===== config.mk =====
export PLATFORM = sky130hd
export DESIGN_NAME = ovi_issue_responder
export DESIGN_NICKNAME = d
export VERILOG_FILES = /design/src/rtl/ovi_issue_responder.sv
export SDC_FILE = /design/constraint.sdc
export NUM_CORES = 1
export LEC_CHECK = 0
export CAP_MARGIN = 20
export CORE_MARGIN = 1.5
export CORE_UTILIZATION = 52
export DETAILED_ROUTE_END_ITERATION = 16
export MAX_ROUTING_LAYER = met4
export PLACE_DENSITY = 0.77
export SLEW_MARGIN = 20
export SYNTH_ARGS = -nofsm -noshare
export SYNTH_HDL_FRONTEND = slang
export SYNTH_SLANG_ARGS = --single-unit

===== constraint.sdc =====
create_clock -name CLK -period 3.9 [get_ports CLK]
set_clock_uncertainty 0.2 [all_clocks]
set_input_delay 0.585 -clock CLK [delete_from_list [all_inputs] [get_ports CLK]]
set_output_delay 0.585 -clock CLK [all_outputs]
set_load 0.01 [all_outputs]

===== src/rtl/ovi_issue_responder.sv =====
// Vector-side end of the OVI issue/completion interface: queues issue beats in order
// and returns one completion per instruction after a vl/sew-dependent latency.
//
//   state | meaning
//   IDLE  | nothing executing, waiting for a queued instruction
//   EXEC  | instruction popped, latency counter running down
//   DONE  | completion beat presented for exactly one cycle
module ovi_issue_responder #(
    parameter int INSTR_W    = 32,
    parameter int VL_W       = 14,
    parameter int SEW_W      = 3,
    parameter int DEPTH      = 4,
    parameter int BASE_LAT   = 2,
    parameter int LANE_BYTES = 16
) (
    input  logic                     CLK,
    input  logic                     RST_N,
    input  logic                     ISSUE_VALID,
    input  logic [INSTR_W-1:0]       ISSUE_INSTR,
    input  logic [VL_W-1:0]          ISSUE_VL,
    input  logic [SEW_W-1:0]         ISSUE_SEW,
    output logic                     ISSUE_HALT,
    output logic                     COMPLETED_VALID,
    output logic [4:0]               COMPLETED_DEST_REG,
    output logic                     COMPLETED_ILLEGAL,
    output logic [4:0]               COMPLETED_FFLAGS,
    output logic                     OVERFLOW,
    output logic [$clog2(DEPTH):0]   OCCUPANCY
);

    localparam int PTR_W  = $clog2(DEPTH);
    localparam int CNT_W  = VL_W + 1;
    localparam int LB_LOG = $clog2(LANE_BYTES);

    typedef enum logic [1:0] {IDLE, EXEC, DONE} state_t;

    state_t             state, next_state;
    logic               pop, done_evt, push, full, empty;
    logic [PTR_W:0]     wr_ptr, rd_ptr, count, count_next;
    logic [PTR_W-1:0]   rd_idx;

    logic [4:0]         q_dest [DEPTH];
    logic               q_ill  [DEPTH];
    logic [CNT_W-1:0]   q_lat  [DEPTH];

    logic [CNT_W-1:0]   cnt;
    logic [4:0]         cur_dest;
    logic               cur_ill;
    logic [4:0]         comp_dest;
    logic               comp_ill;
    logic               overflow_q, halt_q;

    logic               sew_illegal;
    logic [CNT_W-1:0]   vl_ext, beats, lat_new;
    logic               unused_instr_bits;

    assign unused_instr_bits = ^{ISSUE_INSTR[INSTR_W-1:12], ISSUE_INSTR[6:0]};

    // Element-per-cycle is a power of two, so the ceiling divide is round-up-and-shift.
    assign sew_illegal = ISSUE_SEW > SEW_W'(3);
    assign vl_ext      = CNT_W'(ISSUE_VL);

    always_comb begin
        beats = '0;
        case (ISSUE_SEW[1:0])
            2'd0:    beats = (vl_ext + CNT_W'(LANE_BYTES - 1))     >> LB_LOG;
            2'd1:    beats = (vl_ext + CNT_W'(LANE_BYTES / 2 - 1)) >> (LB_LOG - 1);
            2'd2:    beats = (vl_ext + CNT_W'(LANE_BYTES / 4 - 1)) >> (LB_LOG - 2);
            default: beats = (vl_ext + CNT_W'(LANE_BYTES / 8 - 1)) >> (LB_LOG - 3);
        endcase
        lat_new = sew_illegal ? CNT_W'(BASE_LAT) : CNT_W'(BASE_LAT) + beats;
    end

    assign count      = wr_ptr - rd_ptr;
    assign full       = count == (PTR_W+1)'(DEPTH);
    assign empty      = count == '0;
    assign push       = ISSUE_VALID && !full;
    assign rd_idx     = rd_ptr[PTR_W-1:0];
    assign count_next = count + (PTR_W+1)'(push) - (PTR_W+1)'(pop);

    always_ff @(posedge CLK or negedge RST_N) begin
        if (!RST_N) state <= IDLE;
        else        state <= next_state;
    end

    always_comb begin
        next_state = state;
        pop        = 1'b0;
        done_evt   = 1'b0;
        case (state)
            IDLE: begin
                if (!empty) begin
                    pop        = 1'b1;
                    next_state = EXEC;
                end
            end
            EXEC: begin
                if (cnt == CNT_W'(1)) begin
                    done_evt   = 1'b1;
                    next_state = DONE;
                end
            end
            DONE: begin
                if (!empty) begin
                    pop        = 1'b1;
                    next_state = EXEC;
                end else begin
                    next_state = IDLE;
                end
            end
            default: next_state = IDLE;
        endcase
    end

    // Queue storage needs no reset; pointers alone define validity.
    always_ff @(posedge CLK) begin
        if (push) begin
            q_dest[wr_ptr[PTR_W-1:0]] <= ISSUE_INSTR[11:7];
            q_ill[wr_ptr[PTR_W-1:0]]  <= sew_illegal;
            q_lat[wr_ptr[PTR_W-1:0]]  <= lat_new;
        end
    end

    always_ff @(posedge CLK or negedge RST_N) begin
        if (!RST_N) begin
            wr_ptr     <= '0;
            rd_ptr     <= '0;
            cnt        <= '0;
            cur_dest   <= '0;
            cur_ill    <= 1'b0;
            comp_dest  <= '0;
            comp_ill   <= 1'b0;
            overflow_q <= 1'b0;
            halt_q     <= 1'b0;
        end else begin
            if (push) wr_ptr <= wr_ptr + (PTR_W+1)'(1);
            if (pop) begin
                rd_ptr   <= rd_ptr + (PTR_W+1)'(1);
                cnt      <= q_lat[rd_idx];
                cur_dest <= q_dest[rd_idx];
                cur_ill  <= q_ill[rd_idx];
            end else if (state == EXEC) begin
                cnt <= cnt - CNT_W'(1);
            end
            comp_dest <= done_evt ? cur_dest : 5'd0;
            comp_ill  <= done_evt ? cur_ill  : 1'b0;
            if (ISSUE_VALID && full) overflow_q <= 1'b1;
            // One spare entry absorbs the beat the issuer may send before seeing HALT.
            halt_q <= count_next >= (PTR_W+1)'(DEPTH - 1);
        end
    end

    assign ISSUE_HALT         = halt_q;
    assign COMPLETED_VALID    = state == DONE;
    assign COMPLETED_DEST_REG = comp_dest;
    assign COMPLETED_ILLEGAL  = comp_ill;
    assign COMPLETED_FFLAGS   = 5'd0;
    assign OVERFLOW           = overflow_q;
    assign OCCUPANCY          = count;

endmodule


==> flow_metrics.py <==
metrics = {
    "yosys": {
        "synthArstFlopShare": 0.306,
        "synth_top_area_share": 0.386,
        "syn_avg_cell_area_um2": 12.0,
        "ys.flop_type": "edfxtp_1",
        "yosysWarnings": 0,
        "synth_seq_area_share": 0.527,
        "synth.distinct_cells": 73,
        "synth_area_mm2": 0.00654,
        "yosys.area.top_type": "edfxtp_1",
        "synth-edff-count": 84,
        "netlist_instances": 545,
        "ys_top_cells_by_area": "edfxtp_1, dfrtp_1, mux4_2",
        "synth_seq_cells": 121,
    },
    "routing": {
        "wire_per_inst_um": 18.4,
        "post-route-drc-count": 0,
        "ant_nets": 0,
        "viasPerCell": 5.77,
        "totalWireLength_um": 14900,
        "vias": 4694,
        "dr.first_iter.drc_count": 352,
        "firstDrtPassIters": 7,
    },
    "global_routing": {
        "grt_use_met3": 0.0659,
        "use_met2": 0.423,
        "gr-usage-met1": 0.282,
        "grt_pass1_wl_um": 23900,
        "grt_usage": 0.251,
        "grt.busiest_layer": "met2",
        "globalRoute.totalOverflow": 0,
        "antenna_found_initial": 0,
        "grt_max_degree": 38,
        "grt_pass1_vias": 4716,
    },
    "critical_path": {
        "cp_common_cell": "nor4_1",
        "critPathRequiredTime_ps": 3850,
        "critical_path_class": "input pin to register",
        "crit_chain": "clkdlybuf4s50_1 -> inv_1 -> ha_1 -> nor2b_1 -> nor4_1 -> buf_4 -> mux2i_1 -> a32oi_1 -> nor2b_2 -> nand3_2 -> nor4_1 -> mux2_1",
        "ff2ff_path_depth": 15,
        "crit_arrival_ps": 3660,
        "critPathMaxFanout": 4,
        "cpPeakStageDelay_ps": 480,
        "end_kind": "register",
        "slowest_stage": "clkdlybuf4s50_1",
        "startpoint_type": "input pin",
    },
    "pwr": {
        "power.total_w": 0.00551,
        "ir_drop_mv": 0.360,
        "power_density_mw_per_mm2": 680,
        "power_leakage_nw": 3.05,
    },
    "clock_tree": {
        "htreeDepth": 4,
        "cts_hold_buffers": 0,
        "insertion_delay_ps": 420,
        "cts_made_buffers": 17,
        "post_cts_buffers": 0,
        "cts-root-buf": "clkbuf_16",
        "cts_resized": 0,
        "clkTransAtPathRegs_ps": 50,
        "clock-sinks": 121,
        "cts_tree": "yes",
        "cts_max_path_buffers": 2,
    },
    "flow_run": {
        "maxCapViolations": 0,
    },
    "place": {
        "dp_slack_ps": -229,
        "gp_congestion": 0.900,
        "place_hpwl_um": 10100,
        "portBuffers": 36,
    },
    "floorplanning": {
        "rows": 40,
        "io_pins": 69,
        "dieArea_mm2": 0.0133,
        "die_w_um": 115,
        "coreArea_mm2": 0.0122,
        "initial_core_util": 0.538,
        "die_h_um": 115,
    },
    "sta": {
        "setup_slack_ps": 188,
        "hold_viol_final": 0,
        "fin_crit_ps": 3710,
        "fmax_mhz": 269,
        "tightest_slew_ps": 817,
        "rsz0062_at_grt": "false",
        "finalSetupViolCount": 0,
        "timing.final.crit_share": 0.952,
        "slew_headroom": 0.455,
        "whs_ps": 64.1,
        "drv_slew": 0,
    },
    "finish": {
        "fin_nets": 699,
        "areaGrowthSynthToFinish_pct": 23.9,
        "nFillCells": 869,
        "diodes": 0,
        "drive_gt1_frac": 0.214,
    },
    "run_status": {
        "outcome": "completed",
    },
    "hold_path": {
        "hold_path.class": "input pin to async pin",
    },
}
[path summary, 6_finish.rpt]
| kind | endpoint | slack, ps | startpoint |
|---|---|---|---|
| max | q_lat[1][12] | 190 | ISSUE_VL[0] |
| min in group CLK | OVERFLOW | 250 | OVERFLOW |
| min reg2reg | OVERFLOW | 250 | OVERFLOW |
| min | cnt[8] | 60 | RST_N |
| max reg2reg | ISSUE_HALT | 260 | wr_ptr[0] |
| max in group asynchronous | wr_ptr[1] | 2920 | RST_N |
[cell usage after synthesis, drive strengths merged (2+ instances only)]
library cell / count
a21o: 2
a21oi: 5
a22oi: 4
a31oi: 4
a32oi: 3
and2: 14
and3: 4
buf: 24
clkbuf: 16
dfrtp: 37
edfxtp: 84
fa: 2
ha: 13
inv: 18
mux4: 23
nand2: 65
nand2b: 6
nand3: 9
nand4: 8
nor2: 27
nor2b: 9
nor3: 22
nor3b: 2
nor4: 17
nor4b: 2
o211a: 2
o211ai: 5
o21a: 3
o21ai: 26
o311ai: 4
o31a: 2
o31ai: 6
or3: 3
xnor2: 33
xor2: 18
[final cells by class]
| class | instances | area (um2) | area share |
|---|---|---|---|
| tap | 168 | 210 | 0.0259 |
| inverter | 19 | 71.3 | 0.00880 |
| timing repair buffer | 100 | 873 | 0.108 |
| clock inverter | 14 | 221 | 0.0273 |
| clock buffer | 18 | 429 | 0.0530 |
| multi-input combinational | 373 | 2850 | 0.352 |
| sequential | 121 | 3450 | 0.426 |
[placed cells by master, fill, tap and decap left out, types with 4 or more instances in the layout]
cell type | Yosys | layout
nand3_1 | 7 | 7
edfxtp_1 | 84 | 84
xor2_1 | 18 | 18
dfrtp_1 | 37 | 37
nand4_1 | 6 | 6
a21oi_1 | 5 | 5
nand2b_1 | 6 | 6
a22oi_1 | 4 | 4
a31oi_1 | 4 | 4
inv_1 | 17 | 17
nor2b_1 | 8 | 8
xnor2_1 | 33 | 32
nor4_1 | 17 | 17
o21ai_0 | 23 | 23
ha_1 | 13 | 13
bufinv_16 | 0 | 5
mux4_2 | 23 | 23
clkdlybuf4s50_1 | 0 | 35
clkbuf_16 | 0 | 17
nor2_1 | 27 | 27
buf_4 | 13 | 61
nand2_1 | 63 | 63
conb_1 | 1 | 9
and2_1 | 14 | 14
nor3_1 | 21 | 20
o211ai_1 | 5 | 5
o31ai_1 | 6 | 6
[metrics by stage]
| stage | cells | utilization | cell area (um2) | setup TNS (ps) |
|---|---|---|---|---|
| 6_report | 813 | 0.666 | 8100 | 0 |
| 5_1_grt | 813 | 0.666 | 8100 | 0 |
| 4_1_cts | 813 | 0.665 | 8090 | 0 |
| 3_5_place_dp | 781 | 0.612 | 7440 | -2360 |
| 3_3_place_gp | 781 | 0.612 | 7440 | -1060 |
| 2_1_floorplan | 553 | - | 6570 | 0 |
[logic make-up after synthesis]
group | after synthesis | share of synthesized area
AND/OR/NAND/NOR | 194 | 0.158
flip-flops | 121 | 0.527
AO/OA/AOI/OAI | 79 | 0.0889
buffers and inverters | 59 | 0.0438
XOR/XNOR | 51 | 0.0683
multiplexers | 25 | 0.0824
adder cells (fa/ha/maj) | 15 | 0.0310
other | 1 | 0.000573
[critical path, delay by kind of cell]
family	cells	cell delay, ps
simple gates	5	1320
buf+inv	3	720
mux	2	490
compound gates	1	320
fa+ha+maj	1	230
[metal layers]
layer / wire (um) / up-vias
li1: - / 2181
met5: 0 / -
met4: 407 / 0
met2: 7830 / 163
met1: 5980 / 2312
met3: 717 / 38
[sequential cells by signal, indices dropped and copies added (netlist names), 3 cells and up]
register	count
COMPLETED_DEST_REG	5
cnt	15
cur_dest	5
q_dest	20
q_ill	4
q_lat	60
rd_ptr	3
wr_ptr	3
[power breakdown]
| part | internal (W) | leakage [nW] | switching, W | total [W] |
|---|---|---|---|---|
| Combinational | 0.000841 | 1.50 | 0.00100 | 0.00184 |
| Sequential | 0.00179 | 1.24 | 0.000177 | 0.00197 |
| Clock | 0.00114 | 0.307 | 0.000568 | 0.00171 |
| Total | 0.00377 | 3.05 | 0.00175 | 0.00551 |
No activity file was read; power rests on OpenSTA's default activity.
